==> config.mk <==
export PLATFORM = sky130hd
export DESIGN_NAME = lru_tracker
export DESIGN_NICKNAME = d
export VERILOG_FILES = /design/src/rtl/lru_tracker_pkg.sv /design/src/rtl/lru_set.sv /design/src/rtl/lru_tracker.sv
export SDC_FILE = /design/constraint.sdc
export NUM_CORES = 2
export LEC_CHECK = 0
export ABC_CLOCK_PERIOD_IN_PS = 4500
export BUFFER_PORTS_ARGS = -buffer_cell sky130_fd_sc_hd__buf_2
export CORE_MARGIN = 3
export CORE_UTILIZATION = 60
export CTS_BUF_LIST = sky130_fd_sc_hd__clkbuf_16
export DETAILED_ROUTE_END_ITERATION = 8
export PLACE_DENSITY = 0.76
export SKIP_LAST_GASP = 1
export SYNTH_ARGS = -nofsm -noshare
export SYNTH_HDL_FRONTEND = slang
export SYNTH_SLANG_ARGS = --single-unit
==> constraint.sdc <==
create_clock -name clk -period 4.5 [get_ports clk]
set_clock_uncertainty 0.2 [all_clocks]
set_input_delay 0.225 -clock clk [delete_from_list [all_inputs] [get_ports clk]]
set_output_delay 0.225 -clock clk [all_outputs]
set_load 0.02 [all_outputs]
==> src/rtl/lru_tracker_pkg.sv <==
// Shared definitions for the LRU tracker: default geometry, flush FSM states
// and the reset age of each way.
package lru_defs;

  localparam int unsigned LRU_NUM_SETS_DEF = 64;
  localparam int unsigned LRU_WAYS_DEF     = 4;

  typedef enum logic {
    ST_IDLE  = 1'b0,
    ST_FLUSH = 1'b1
  } lru_state_t;

  // Reset/flush age of way w: way 0 starts as LRU, way WAYS-1 as MRU.
  function automatic int unsigned age_init(input int unsigned ways,
                                           input int unsigned w);
    return ways - 1 - w;
  endfunction

endpackage

==> src/rtl/lru_set.sv <==
// One set of the LRU tracker: per-way ages and valid bits, updated by decoded
// touch/inval/clear strobes, with a combinational victim selection.
module lru_set
  import lru_defs::*;
#(
  parameter int unsigned WAYS     = LRU_WAYS_DEF,
  parameter int unsigned WAY_BITS = $clog2(WAYS)
) (
  input  logic                clk,
  input  logic                rst,
  input  logic                i_clear,
  input  logic                i_touch,
  input  logic [WAY_BITS-1:0] i_touch_way,
  input  logic                i_inval,
  input  logic [WAY_BITS-1:0] i_inval_way,
  output logic [WAY_BITS-1:0] o_victim_way,
  output logic                o_victim_evict
);

  logic [WAYS-1:0][WAY_BITS-1:0] r_age;
  logic [WAYS-1:0]               r_valid;
  logic [WAYS-1:0][WAY_BITS-1:0] w_age_nxt;
  logic [WAYS-1:0]               w_valid_nxt;
  logic [WAY_BITS-1:0]           w_ref_age;
  logic [WAY_BITS-1:0]           w_free_way;
  logic [WAY_BITS-1:0]           w_lru_way;
  logic                          w_found;

  // Next ages/valids: touch promotes to MRU, inval demotes to LRU; touch wins.
  always_comb begin
    w_age_nxt   = r_age;
    w_valid_nxt = r_valid;
    w_ref_age   = '0;
    if (i_touch) begin
      w_ref_age = r_age[i_touch_way];
      for (int unsigned w = 0; w < WAYS; w++) begin
        if (WAY_BITS'(w) == i_touch_way)
          w_age_nxt[w] = '0;
        else if (r_age[w] < w_ref_age)
          w_age_nxt[w] = r_age[w] + 1'b1;
      end
      w_valid_nxt[i_touch_way] = 1'b1;
    end else if (i_inval) begin
      w_ref_age = r_age[i_inval_way];
      for (int unsigned w = 0; w < WAYS; w++) begin
        if (WAY_BITS'(w) == i_inval_way)
          w_age_nxt[w] = '1;
        else if (r_age[w] > w_ref_age)
          w_age_nxt[w] = r_age[w] - 1'b1;
      end
      w_valid_nxt[i_inval_way] = 1'b0;
    end
  end

  // Age/valid state register; reset and flush clear restore the initial order.
  always_ff @(posedge clk) begin
    if (rst || i_clear) begin
      for (int unsigned w = 0; w < WAYS; w++)
        r_age[w] <= WAY_BITS'(age_init(WAYS, w));
      r_valid <= '0;
    end else begin
      r_age   <= w_age_nxt;
      r_valid <= w_valid_nxt;
    end
  end

  // Victim: lowest-index invalid way, else the way holding the oldest age.
  always_comb begin
    w_found    = 1'b0;
    w_free_way = '0;
    w_lru_way  = '0;
    for (int unsigned w = 0; w < WAYS; w++) begin
      if (!r_valid[w] && !w_found) begin
        w_free_way = WAY_BITS'(w);
        w_found    = 1'b1;
      end
      if (r_age[w] == '1)
        w_lru_way = WAY_BITS'(w);
    end
    o_victim_evict = &r_valid;
    o_victim_way   = (&r_valid) ? w_lru_way : w_free_way;
  end

endmodule

==> src/rtl/lru_tracker.sv <==
// True-LRU replacement tracker for an N-way set-associative cache: set
// decoders, same-set touch/inval priority, flush FSM and registered query mux.
module lru_tracker
  import lru_defs::*;
#(
  parameter int unsigned NUM_SETS = LRU_NUM_SETS_DEF,
  parameter int unsigned WAYS     = LRU_WAYS_DEF,
  parameter int unsigned SET_BITS = $clog2(NUM_SETS),
  parameter int unsigned WAY_BITS = $clog2(WAYS)
) (
  input  logic                clk,
  input  logic                rst,
  input  logic                touch_en,
  input  logic [SET_BITS-1:0] touch_set,
  input  logic [WAY_BITS-1:0] touch_way,
  input  logic                inval_en,
  input  logic [SET_BITS-1:0] inval_set,
  input  logic [WAY_BITS-1:0] inval_way,
  input  logic                flush,
  input  logic                query_en,
  input  logic [SET_BITS-1:0] query_set,
  output logic                victim_vld,
  output logic [WAY_BITS-1:0] victim_way,
  output logic                victim_evict,
  output logic                busy
);

  lru_state_t          r_state;
  lru_state_t          w_state_nxt;
  logic [SET_BITS-1:0] r_cnt;
  logic [SET_BITS-1:0] w_cnt_nxt;

  logic                r_victim_vld;
  logic [WAY_BITS-1:0] r_victim_way;
  logic                r_victim_evict;

  logic                w_busy;
  logic                w_touch_go;
  logic                w_inval_go;
  logic                w_query_go;

  logic [NUM_SETS-1:0] w_set_touch;
  logic [NUM_SETS-1:0] w_set_inval;
  logic [NUM_SETS-1:0] w_set_clear;
  logic [WAY_BITS-1:0] w_set_vway [NUM_SETS];
  logic [NUM_SETS-1:0] w_set_evict;

  assign w_busy     = (r_state == ST_FLUSH);
  assign w_touch_go = touch_en && !w_busy;
  // A same-set inval is dropped in favour of the concurrent touch.
  assign w_inval_go = inval_en && !w_busy && !(w_touch_go && (inval_set == touch_set));
  assign w_query_go = query_en && !w_busy;

  for (genvar s = 0; s < NUM_SETS; s++) begin : g_set
    assign w_set_touch[s] = w_touch_go && (touch_set == SET_BITS'(s));
    assign w_set_inval[s] = w_inval_go && (inval_set == SET_BITS'(s));
    assign w_set_clear[s] = w_busy && (r_cnt == SET_BITS'(s));

    lru_set #(
      .WAYS     (WAYS),
      .WAY_BITS (WAY_BITS)
    ) u_set (
      .clk            (clk),
      .rst            (rst),
      .i_clear        (w_set_clear[s]),
      .i_touch        (w_set_touch[s]),
      .i_touch_way    (touch_way),
      .i_inval        (w_set_inval[s]),
      .i_inval_way    (inval_way),
      .o_victim_way   (w_set_vway[s]),
      .o_victim_evict (w_set_evict[s])
    );
  end

  // Flush FSM state and set counter register.
  always_ff @(posedge clk) begin
    if (rst) begin
      r_state <= ST_IDLE;
      r_cnt   <= '0;
    end else begin
      r_state <= w_state_nxt;
      r_cnt   <= w_cnt_nxt;
    end
  end

  // Flush FSM next state: walk one set per cycle, leave after the last set.
  always_comb begin
    w_state_nxt = r_state;
    w_cnt_nxt   = r_cnt;
    unique case (r_state)
      ST_IDLE: begin
        if (flush) begin
          w_state_nxt = ST_FLUSH;
          w_cnt_nxt   = '0;
        end
      end
      ST_FLUSH: begin
        w_cnt_nxt = r_cnt + 1'b1;
        if (r_cnt == SET_BITS'(NUM_SETS - 1))
          w_state_nxt = ST_IDLE;
      end
      default: begin
        w_state_nxt = ST_IDLE;
        w_cnt_nxt   = '0;
      end
    endcase
  end

  // Registered query result, sampled from pre-update set state.
  always_ff @(posedge clk) begin
    if (rst) begin
      r_victim_vld   <= 1'b0;
      r_victim_way   <= '0;
      r_victim_evict <= 1'b0;
    end else begin
      r_victim_vld <= w_query_go;
      if (w_query_go) begin
        r_victim_way   <= w_set_vway[query_set];
        r_victim_evict <= w_set_evict[query_set];
      end
    end
  end

  assign victim_vld   = r_victim_vld;
  assign victim_way   = r_victim_way;
  assign victim_evict = r_victim_evict;
  assign busy         = w_busy;

endmodule

* Word-level counts from Yosys, hierarchy flattened
Cells that the tools add are included.
** Storage, ports and cells
- Register bits :: 779
- Memory bits (writable) :: 0
- Memories :: 0
- Input port bits :: 28
- Memory bits (read-only) :: 0
- Bits in latches :: 0
** Cells by class
- Mux-type cells :: 2190
- Reductions and logical operators :: 1422
- Bitwise gates (word level) :: 131
- Shifts and indexed selects :: 0
- Multiply operators :: 0
- Equal/unequal tests :: 645
- Divide/modulo/power cells :: 0
- Order comparisons :: 518
- Add/subtract/negate cells :: 513
** Operators with widths (number)
- 2-bit 2-to-1 mux :: 1474
- 8-bit 2-to-1 mux :: 128
- 3-bit != test, second input constant :: 256
- 3-bit AND reduction :: 256
- 3-bit nonzero test :: 256
- 6-bit equality test, second input constant :: 96
- 2-bit by 1-bit adder with 2-bit output, second input constant :: 256
- 2-bit binary-select mux with 2-bit select :: 128
- 2-bit greater-than comparator :: 256
- 2-bit less-than comparator :: 256
- 4-bit 2-to-1 mux :: 128
- 2-bit by 1-bit subtractor with 2-bit output, second input constant :: 256
- 1-bit logical AND :: 391
- 2-bit equality test, second input constant :: 192
- 1-bit 2-to-1 mux :: 325
- 1-bit logical NOT :: 322
- 6-bit by 5-bit equality test with 1-bit output, second input constant :: 48
- 4-bit AND :: 64
- 4-bit bitwise OR :: 64
- 4-bit AND reduction :: 64
- 6-bit by 4-bit equality test with 1-bit output, second input constant :: 24
- 2-bit nonzero test :: 64
- 6-bit by 3-bit equality test with 1-bit output, second input constant :: 12
- 1-bit logical OR :: 64
- other kinds (22) :: 39

* Logic depth before layout (Yosys ltp)
- Depth after elaboration :: 13
- Mapped depth :: 17
- Gate-level depth less buffers :: 10

* Modules after synthesis
A second synthesis with hierarchy kept.
** Second synthesis, totals
- Cell total of the unflattened synthesis :: 10948
- Area, all modules :: 86091.3 um2
** By module, submodules not included
- lru_set at g_set[0].u_set ... :: cells an instance 163, area each 1292.5 um2, instances 62
- lru_tracker :: cells an instance 510, area each 3394.5 um2, instances 1
- lru_set at g_set[62].u_set ... :: cells an instance 166, area each 1281.2 um2, instances 2

* Worst setup path before layout
OpenSTA, ideal clock, no wires.
- Path type :: input to register
- From :: input touch_way[0]
- To :: register g_set[60].u_set.r_age[1] in the netlist's numbering
- Path slack :: 0.821 ns
- Data required time :: 4.169 ns
- Library setup time :: 0.131 ns
- Data arrival time :: 3.348 ns
- Buffers on the path :: 7
- Stages :: 16
- Cell sequence :: buf_2 buf_4 buf_4 buf_4 buf_2 buf_2 buf_2 mux4_2 inv_1 ha_1 a21boi_0 o21ai_0 a21boi_0 o21ai_0 a221oi_1 o21ai_0
** Between the ends
- Longest elaborated chain between the ends :: 5
- Elaborated cells on any way between the ends :: 8
** RTL lines
- start, declared :: RTL line lru_tracker.sv:15 : input logic [WAY_BITS-1:0] touch_way,
- 2-bit binary-select mux with 2-bit select :: RTL line lru_set.sv:35 : w_ref_age = r_age[i_touch_way];
- 2-bit 2-to-1 mux (not written as such) :: RTL line lru_set.sv:35
- 2-bit less-than comparator :: RTL line lru_set.sv:39 : else if (r_age[w] < w_ref_age)
- 3-bit != test (no line)
- 3-bit AND reduction (no line)
- end signal, assigned by index :: RTL line lru_set.sv:59 : r_age[w] <= WAY_BITS'(age_init(WAYS, w));
- end signal, assigned :: RTL line lru_set.sv:62 : r_age <= w_age_nxt;
- end, declared :: RTL line lru_set.sv:20 : logic [WAYS-1:0][WAY_BITS-1:0] r_age;
Parallel ways exist; a longest one is shown, timed or not. The select of a mux whose other input is x is not followed.
A chain may end at the register's enable or synchronous reset.

* Worst setup path after layout
- From :: register r_state, in the netlist busy
- To :: register g_set[38].u_set.r_age[1] in the netlist's numbering
** Between the ends
- Longest elaborated chain between the ends :: 8
- Elaborated cells on any way between the ends :: 15
** RTL lines
- start, declared :: RTL line lru_tracker.sv:28 : lru_state_t r_state;
- start signal, assigned :: RTL line lru_tracker.sv:81 : r_state <= w_state_nxt;
- 1-bit logical NOT :: RTL line lru_tracker.sv:49, lru_tracker.sv:51
- 1-bit logical AND :: RTL line lru_tracker.sv:49 : assign w_touch_go = touch_en && !w_busy;
- 1-bit logical AND :: RTL line lru_tracker.sv:51 : assign w_inval_go = inval_en && !w_busy && !(w_touch_go && (inval_set == touch_set));
- 1-bit logical NOT :: RTL line lru_tracker.sv:51
- 1-bit logical AND :: RTL line lru_tracker.sv:51
- 1-bit logical AND :: RTL line lru_tracker.sv:56 : assign w_set_inval[s] = w_inval_go && (inval_set == SET_BITS'(s));
- 2-bit nonzero test (no line)
- 3-bit AND reduction (no line)
- end signal, assigned by index :: RTL line lru_set.sv:59
- end signal, assigned :: RTL line lru_set.sv:62
- end, declared :: RTL line lru_set.sv:20
Parallel ways exist; a longest one is shown, timed or not.

==> results_dict.tcl <==
set metrics [dict create \
    layout.nets 9870 \
    drt.antenna.violating_nets 0 \
    clock_latency_ps 710 \
    synth_simple_gate_area_share_pct 14.3 \
    cts.clk_slew.worst_paths_ps 60 \
    rrSetupSlack_ps 860 \
    drc 0 \
    synth_compound_area_share_pct 29.5 \
    seq_area_frac_synth_pct 22.1 \
    viasPerCell 6.99 \
    hold_depth 3 \
    p_per_area_nw_per_um2 238 \
    drv_slew 0 \
    power_uw 18100 \
    synth_top_family_by_area "compound AO/OA/AOI/OAI gates" \
    clock-sinks 779 \
    routed_wl_mm 261 \
    synth-xor-area-share_pct 0.0746 \
    timing.final.crit_share_pct 80.9 \
    slew-limit-headroom_pct 3.32 \
    setup_viol 0 \
    floorplan.initialDensity_pct 60.5 \
    grt_antenna_before_repair 19 \
    syn_nets 10000 \
    p_int_uw 12700 \
    synth_cell_types 76 \
    row_count 125 \
    max_stage_delay_ps 1000 \
    grt_pass1_vias 68600 \
    worstReg2RegEnd "g_set[38].u_set.r_age[1]" \
    firstDrtPassIters 7 \
    tritoncts "done" \
    min-delay-start "rst" \
    synth_top_area_share_pct 22.1 \
    dpl.hpwl_mm 177 \
    core_um2 116000 \
    cts-htree-levels 3 \
    setup-tns-final_ps 0 \
    synth_adder_area_share_pct 17.1 \
    rsz0062_at_grt "no" \
    timing.rr.start "busy" \
    crit_buf_inv 1 \
    grtUsageTotal_pct 41.4 \
    crit_family "simple AND/OR/NAND/NOR gates" \
    yosysWarnings 0 \
    boundaryPins 33 \
    gp_congestion 0.989 \
    clkPwrFrac_pct 45.2 \
    whs_ps 58.1 \
    netlist_instances 9028 \
    yosys-mux-area-fraction_pct 11.3 \
    hold_buffers 7 \
    start_kind "flop" \
    cp_cell_sequence "nor2b_1 > nand3b_1 > nor2_1 > buf_4 > o21ai_0 > o21ai_2 > o211ai_1 > a221o_1" \
    fmax_mhz 275 \
    die_y_um 349 \
    placed_cell_area_um2 72800 \
    postSynthAreaPerCell_um2 7.80 \
    drtIter0Drc 9960 \
    synth_edf_count 0 \
    placed_cells 10300 \
    power.switching_uw 5430 \
    areaGrowthSynthToFinish_pct 8.05 \
    cts_root_buf "clkbuf_16" \
    seqPwrFrac_pct 38.5 \
    crit_slowest_cell "nor2_1" \
    hold_viol 0 \
    power.share.switching_pct 29.9 \
    cts_resized 0 \
    synthTopCellsByArea "dfxtp_1, ha_1, a21oi_1" \
    cap_violations 0 \
    synth_area_leader_cell "dfxtp_1" \
    cp_max_fo 16 \
    overflow 0 \
    worstSetupPathType "reg2reg" \
    grt_max_degree 90 \
    p_comb_share_pct 16.2 \
    min_path_type "in2reg" \
    min_period_ps 3640 \
    die_w_um 349 \
    postSynth.asyncResetShare_pct 0 \
    outcome "complete, no violations" \
    power.leakage_uw 0.0310 \
    post_cts_buffers 0 \
    syn_area_um2 70500 \
    cts_buffer_depth 3 \
    synth_ff_type "dfxtp_1" \
    grt_pass1_wl_mm 400 \
    fin_area_um2 76100 \
    hold_path_end "g_set[15].u_set.r_age[3]" \
    avgRoutedWirePerCell_um 24.8 \
    worst-r2r-cell-count 8 \
    vias 73400 \
    ys_ff_latch 779 \
    final_cells 10500 \
    tightest_slew_ps 1440 \
    cp.arrival_ps 4030 \
    dieArea_um2 122000 \
    numCtsBuffers 95 \
    cp-end-kind "flop" \
    io_buffers 32 \
    drive_gt1_share_pct 8.90 \
    vdd_drop_max_mv 0.305 \
    cp.required_ps 4890 \
]
## metal layers
layer	vias up	global-route usage, %	share of wire, %
li1	33200	-	-
met1	34500	53.0	38
met2	4611	60.7	41
met3	1110	12.3	14
met4	18	26.5	7.6
met5	-	0.320	0.043
## synth_stat cells (40+ instances only)
| cell type | instances |
|---|---|
| a21oi_1 | 1401 |
| o21ai_0 | 1152 |
| ha_1 | 964 |
| nand2_1 | 897 |
| dfxtp_1 | 779 |
| inv_1 | 528 |
| nor2_1 | 456 |
| clkbuf_1 | 370 |
| nor2b_1 | 260 |
| mux4_2 | 259 |
| mux2i_1 | 212 |
| a31oi_1 | 202 |
| a21boi_0 | 178 |
| nor3_1 | 152 |
| o22ai_1 | 150 |
| nand3_1 | 144 |
| nand2b_1 | 122 |
| o221a_2 | 94 |
| a21o_1 | 65 |
| buf_1 | 63 |
| a221o_1 | 49 |
| buf_2 | 47 |
| o211ai_1 | 47 |
| o21ai_1 | 40 |
## placed cells by master (no fill, tap or decap), types with 11 or more instances in the layout
cell type / Yosys / layout
a31oi_1: 202 / 202
nand2_1: 897 / 894
a311oi_1: 27 / 26
and2_1: 14 / 13
a211oi_1: 39 / 39
o311ai_0: 36 / 36
a221o_1: 49 / 49
diode_2: 0 / 15
o211ai_1: 47 / 47
o31ai_1: 12 / 12
o22ai_1: 150 / 150
nand2b_1: 122 / 119
nand3_1: 144 / 144
dfxtp_1: 779 / 779
clkinv_2: 0 / 21
inv_1: 528 / 546
buf_2: 47 / 26
or3_1: 14 / 13
o21ai_1: 40 / 40
buf_12: 0 / 36
ha_1: 964 / 964
clkbuf_16: 0 / 98
o221a_2: 94 / 94
clkinvlp_4: 0 / 11
bufinv_16: 0 / 14
buf_4: 10 / 170
mux4_2: 259 / 259
nor2b_1: 260 / 257
nor2_1: 456 / 450
mux2i_1: 212 / 212
nor3b_1: 24 / 23
a21oi_1: 1401 / 1401
o21ai_0: 1152 / 1152
a21boi_0: 178 / 178
nand4_1: 29 / 29
nand3b_1: 34 / 34
o221ai_1: 18 / 18
a21o_1: 65 / 65
nor3_1: 152 / 147
o21a_1: 25 / 25
## registers in the layout, indices dropped and copies added (netlist names)
signal,cells
busy,1
g_set.u_set.r_age,512
g_set.u_set.r_valid,256
r_cnt,6
victim_evict,1
victim_vld,1
victim_way,2
## worst register-to-register path: cells and delay by family (launching register included)
kind / cells / cell delay (ps)
AND/OR/NAND/NOR: 3 / 1820
AO/OA/AOI/OAI: 4 / 720
flip-flops: 1 / 450
buffers and inverters: 1 / 330
## cell families after synthesis
logic type / count (synthesis)
DFF: 779
xor gates and xnor gates: 6
muxes: 474
adders and majority gates: 964
and+or+nand+nor: 2187
AOI/OAI and AO/OA: 3599
buffers and inverters: 1019
## worst max-delay path by stage
stage	from	endpoint	slack (ps)	cells past startpoint
finish	busy	g_set[38].u_set.r_age[1]	860	8
global route	busy	g_set[48].u_set.r_age[1]	840	9
CTS	busy	g_set[48].u_set.r_age[1]	1020	9
detailed placement	inval_way[0]	g_set[58].u_set.r_age[2]	960	11
global placement	busy	g_set[3].u_set.r_age[2]	730	7
floorplan	touch_way[0]	g_set[60].u_set.r_age[1]	820	16
## through the flow
stage          setup WS, ps  utilization, %
5_1_grt                 839            65.4
3_5_place_dp            961            62.6
3_3_place_gp            734            62.6
6_report                860            65.4
4_1_cts                1020            65.4
2_1_floorplan           821               -
## power by group through the flow
stage / clock network (uW) / logic, uW / registers (uW)
floorplan: 0 / 1860 / 7120
global placement: 0 / 2710 / 7130
detailed placement: 0 / 2810 / 7140
CTS: 8210 / 2830 / 6980
global route: 8460 / 3160 / 6990
finish: 8200 / 2940 / 6990
## cell type report
class / instances / area (um2)
multi-input combinational: 7230 / 51100
fill: 9835 / 40200
antenna: 15 / 37.5
clock inverter: 79 / 774
tap: 1524 / 1910
timing repair buffer: 244 / 2270
clock buffer: 98 / 2450
sequential: 779 / 15600
inverter: 528 / 1980
No activity file was read; power rests on OpenSTA's default activity.
